===== config.mk =====
export PLATFORM = sky130hd
export DESIGN_NAME = cs_address_sequencer
export DESIGN_NICKNAME = d
export VERILOG_FILES = /design/src/rtl/cs_address_sequencer.sv
export SDC_FILE = /design/constraint.sdc
export NUM_CORES = 1
export LEC_CHECK = 0
export CORE_MARGIN = 2
export CORE_UTILIZATION = 40
export DETAILED_ROUTE_END_ITERATION = 10
export MAX_ROUTING_LAYER = met4
export PLACE_DENSITY_LB_ADDON = 0.08
export SYNTH_ARGS = -nofsm -noshare
export SYNTH_HDL_FRONTEND = slang
export SYNTH_SLANG_ARGS = --single-unit
export TNS_END_PERCENT = 100

===== constraint.sdc =====
create_clock -name Seq_CLOCK_50 -period 2.8 [get_ports Seq_CLOCK_50]
set_input_delay 0.56 -clock Seq_CLOCK_50 [delete_from_list [all_inputs] [get_ports Seq_CLOCK_50]]
set_output_delay 0.56 -clock Seq_CLOCK_50 [all_outputs]
set_load 0.005 [all_outputs]

===== src/rtl/cs_address_sequencer.sv =====
// Control-store microsequencer: picks the next control-store address from the
// branch select, tracks whether the ROM request is outstanding, traps on an
// illegal select and counts retired microinstructions (saturating).
module cs_address_sequencer #(
  parameter int DATAWIDTH_ADDR   = 11,
  parameter int DATAWIDTH_SEL    = 2,
  parameter int DATAWIDTH_DECODE = 8,
  parameter int DATAWIDTH_COUNT  = 16
) (
  input  logic                        Seq_CLOCK_50,
  input  logic                        Seq_RESET_InHigh,
  input  logic [DATAWIDTH_SEL-1:0]    Seq_Select,
  input  logic [DATAWIDTH_ADDR-1:0]   Seq_JumpAddr,
  input  logic [DATAWIDTH_DECODE-1:0] Seq_DecodeBits,
  input  logic                        Seq_RomReady,
  output logic [DATAWIDTH_ADDR-1:0]   Seq_Addr,
  output logic                        Seq_AddrValid,
  output logic                        Seq_Trap,
  output logic [DATAWIDTH_COUNT-1:0]  Seq_CycleCount
);

  typedef enum logic [1:0] {
    S_IDLE = 2'd0,
    S_RUN  = 2'd1,
    S_HALT = 2'd2
  } state_t;

  localparam logic [DATAWIDTH_SEL-1:0] SEL_NEXT   = DATAWIDTH_SEL'(0);
  localparam logic [DATAWIDTH_SEL-1:0] SEL_JUMP   = DATAWIDTH_SEL'(1);
  localparam logic [DATAWIDTH_SEL-1:0] SEL_DECODE = DATAWIDTH_SEL'(2);

  state_t                       state, state_nxt;
  logic [DATAWIDTH_ADDR-1:0]    addr_nxt;
  logic                         valid_nxt;
  logic                         trap_nxt;
  logic [DATAWIDTH_COUNT-1:0]   count_nxt;
  logic                         retire;

  // A microinstruction retires only while running and the ROM word is present.
  assign retire = (state == S_RUN) && Seq_RomReady;

  // State and output registers; reset wins over any retire in the same cycle.
  always_ff @(posedge Seq_CLOCK_50) begin
    if (Seq_RESET_InHigh) begin
      state          <= S_IDLE;
      Seq_Addr       <= '0;
      Seq_AddrValid  <= 1'b0;
      Seq_Trap       <= 1'b0;
      Seq_CycleCount <= '0;
    end else begin
      state          <= state_nxt;
      Seq_Addr       <= addr_nxt;
      Seq_AddrValid  <= valid_nxt;
      Seq_Trap       <= trap_nxt;
      Seq_CycleCount <= count_nxt;
    end
  end

  // Next-state / next-output selection; everything holds unless retiring.
  always_comb begin
    state_nxt = state;
    addr_nxt  = Seq_Addr;
    valid_nxt = Seq_AddrValid;
    trap_nxt  = Seq_Trap;
    count_nxt = Seq_CycleCount;
    case (state)
      S_IDLE: begin
        // First fetch goes out at address 0.
        state_nxt = S_RUN;
        valid_nxt = 1'b1;
      end
      S_RUN: begin
        if (retire) begin
          if (Seq_CycleCount != '1)
            count_nxt = Seq_CycleCount + DATAWIDTH_COUNT'(1);
          if (Seq_Select == SEL_NEXT)
            addr_nxt = Seq_Addr + DATAWIDTH_ADDR'(1);
          else if (Seq_Select == SEL_JUMP)
            addr_nxt = Seq_JumpAddr;
          else if (Seq_Select == SEL_DECODE)
            addr_nxt = DATAWIDTH_ADDR'({1'b1, Seq_DecodeBits, 2'b00});
          else begin
            // Illegal select: freeze address, drop the request, latch trap.
            state_nxt = S_HALT;
            valid_nxt = 1'b0;
            trap_nxt  = 1'b1;
          end
        end
      end
      S_HALT: begin
        state_nxt = S_HALT;
      end
      default: begin
        state_nxt = S_IDLE;
      end
    endcase
  end

endmodule


==> results.md <==
- # rows: 24
- Via/cell ratio: 5.64
- Share of the synthesized area in the top cell type: 33.1%
- Starting density of the core: 42.2%
- Crit end category: flop
- Final ANT Viol Nets: 0
- Chip width: 72.5 um
- TritonCTS Sinks: 31
- Total placed cells including tap cells: 326
- CP Data Arrival Time: 2490 ps
- CP peak stage delay: 520 ps
- Max VDD drop: 0.000239 V
- Post-route insts no fill: 333
- Top post-synthesis cells by area: dfxtp_1 33%, a21oi_1 6.9%, ha_1 6.7%, mux2i_1 5.9%, o31ai_1 4.8%
- Synth area leader: dfxtp_1
- TNS Setup: 0 ps
- Syn avg cell area: 8.26 sq um
- Depth of the most critical reg-to-reg path: 5
- Routed vias: 1877
- DR iter-0 viols: 99
- Crit path launch type: primary input
- Drc violations: 0
- Gr ovfl total: 0
- Vias in the first global route: 1786
- Mapped cell area: 0.00188 sq mm
- Worst slew pin tran: 692 ps
- Skew-Pair Late Insertion Delay: 290 ps
- Final hold slack: 474 ps
- Worst path cell trace: clkdlybuf4s50_1, inv_1, ha_1, or3b_2, a22oi_1, a21oi_1, a211oi_1
- Final Hold Viols: 0
- Core Footprint: 0.00444 sq mm
- Root Buffer: clkbuf_8
- CTS tree: yes
- Fmax: 0.437 GHz
- Final min period: 2290 ps
- Clock tree buffer depth: 2
- Share of post-route cells with drive strength above 1: 8.54%
- Synth unique cells: 43
- # fillers: 426
- Cts bufs inserted: 5
- Cts repair resizes: 0
- Number of port buffers: 52
- # nets final: 315
- Static leakage: 0.854 nW
- # Post-CTS Setup Buffers: 0
- Die footprint: 0.00525 sq mm
- Internal reg-to-reg setup slack: 720 ps
- Crit path max fanout: 4
- Hold path depth: 2
- RSZ-0062 raised after global routing: no
- Post-Syn Nets: 261
- Outcome: finished, final reports clean
- Kind of critical path: primary input to flop
- Die H: 72.5 um
- Hold endpoint: Seq_Trap
- Mean routed wirelength per cell: 13.6 um
- Critical Path RT: 3000 ps
- Yosys reg bits: 31
- H-tree Lvls: 2
- HPWL after DPL: 3.36 mm
- Min-delay src: Seq_Trap
- Initial antenna violation count: 0
- Cts hold-fix bufs: 0
- Clock transition at path regs: 70 ps
- Drt first pass iters: 4
- Total of max-cap violations: 0
- R2R Path End: Seq_CycleCount[13]
- Power per cell area: 456 mW/mm^2
- Clock skew: 3.34 ps
- Tcrit/Tclk final: 81.8%
- Worst Setup SP: Seq_Select[0]
- Worst hold path type: flop to flop
- Slew HR: 53.5%
- Synth Warn #: 0
- Top Ports: 53
- CP max-delay cell: clkdlybuf4s50_1
- Final setup fails: 0
- Post-Syn Instances: 227
- Final GP Congestion: 0.778
- N_diodes: 0
- First-pass GRT wire length: 8.06 mm
- Final Max Tran Viols: 0
- Seq/Total Area, Yosys: 33.1%
- Area grow syn2layout: 35.5%
- Total GRT Usage: 19.6%
- Largest net degree at the start of global routing: 20
- R2r startpoint: Seq_CycleCount[0]
- Total wire length: 4.54 mm
- Tot Pwr: 1.16 mW
power by group:
part,internal (mW),switching [mW],leakage [nW]
clock network,0.193,0.173,0.0470
registers,0.474,0.0310,0.251
logic,0.149,0.138,0.556
stage by stage:
| step | setup slack, ps | instance area [sq um] | util [%] |
|---|---|---|---|
| CTS | 499 | 2540 | 57.2 |
| detailed placement | 200 | 2450 | 55.2 |
| global placement | 251 | 2450 | 55.2 |
| global route | 232 | 2540 | 57.2 |
| finish | 511 | 2540 | 57.2 |
| floorplan | 834 | 1880 | - |
flip-flops by register name, indices dropped and copies added (netlist names):
| register | cells |
|---|---|
| Seq_CycleCount | 16 |
| Seq_Addr | 11 |
| state | 2 |
| Seq_AddrValid | 1 |
| Seq_Trap | 1 |
layout by cell type, fill, tap and decap left out, types with 5 or more instances in the layout:
cell type / synthesis / final
or4_1: 9 / 9
mux2i_1: 11 / 11
nand3_1: 8 / 8
inv_1: 8 / 8
a21oi_1: 26 / 26
clkdlybuf4s50_1: 0 / 52
nand4_1: 7 / 7
nand2_1: 16 / 16
nor3_1: 5 / 5
or3_1: 5 / 5
o21ai_0: 9 / 9
ha_1: 10 / 10
o31ai_1: 12 / 12
clkbuf_8: 1 / 6
nor2_1: 17 / 17
buf_4: 1 / 7
dfxtp_1: 31 / 31
critical path, delay by kind of cell:
kind	cells	cell delay, ps
AOI/OAI and AO/OA	3	690
buffers and inverters	2	600
and+or+nand+nor	1	450
adders and majority gates	1	190
how the worst max path moves through the flow:
stage	slack, ps	cells after the start	end
2_1_floorplan	830	7	Seq_Addr[9]
3_3_place_gp	250	7	state[1]
3_5_place_dp	200	7	state[1]
4_1_cts	500	7	Seq_AddrValid
5_1_grt	230	7	Seq_AddrValid
6_report	510	7	Seq_AddrValid
layout make-up:
cell class / count / area, sq um / share of cell area (%)
Clock buffer: 6 / 82.6 / 3.25
Clock inverter: 1 / 5.00 / 0.197
Inverter: 8 / 30.0 / 1.18
Multi-Input combinational cell: 176 / 1160 / 45.8
Sequential cell: 31 / 621 / 24.4
Tap cell: 52 / 65.1 / 2.56
Timing Repair Buffer: 59 / 573 / 22.6
cells by family (layout without fill, tap and decap cells):
group | count (synthesis) | after routing | share of synthesized area (%)
AOI/OAI and AO/OA | 63 | 63 | 21.1
adders and majority gates | 10 | 10 | 6.67
buffers and inverters | 20 | 74 | 4.80
DFF | 31 | 31 | 33.1
muxes | 14 | 14 | 7.67
and+or+nand+nor | 89 | 89 | 26.7
layer usage:
layer | track usage, % | up-vias | wire length [um]
li1 | - | 968 | -
met1 | 25.7 | 849 | 2220
met2 | 30.3 | 55 | 2060
met3 | 4.58 | 5 | 204
met4 | 5.56 | 0 | 52
met5 | - | - | 0
cells in the mapped netlist (all sizes together):
master	n
a211oi	4
a21oi	26
a22oi	2
a311oi	1
a31oi	2
and2	1
and3	2
and4	1
and4b	1
buf	3
clkbuf	9
dfxtp	31
ha	10
inv	8
mux2	3
mux2i	11
nand2	17
nand2b	4
nand3	8
nand4	8
nand4b	1
nor2	17
nor2b	2
nor3	5
nor4	5
o21a	2
o21ai	9
o22ai	1
o311ai	1
o31ai	12
o41ai	3
or3	5
or3b	1
or4	10
or4b	1
(Power assumes the default switching activity.)
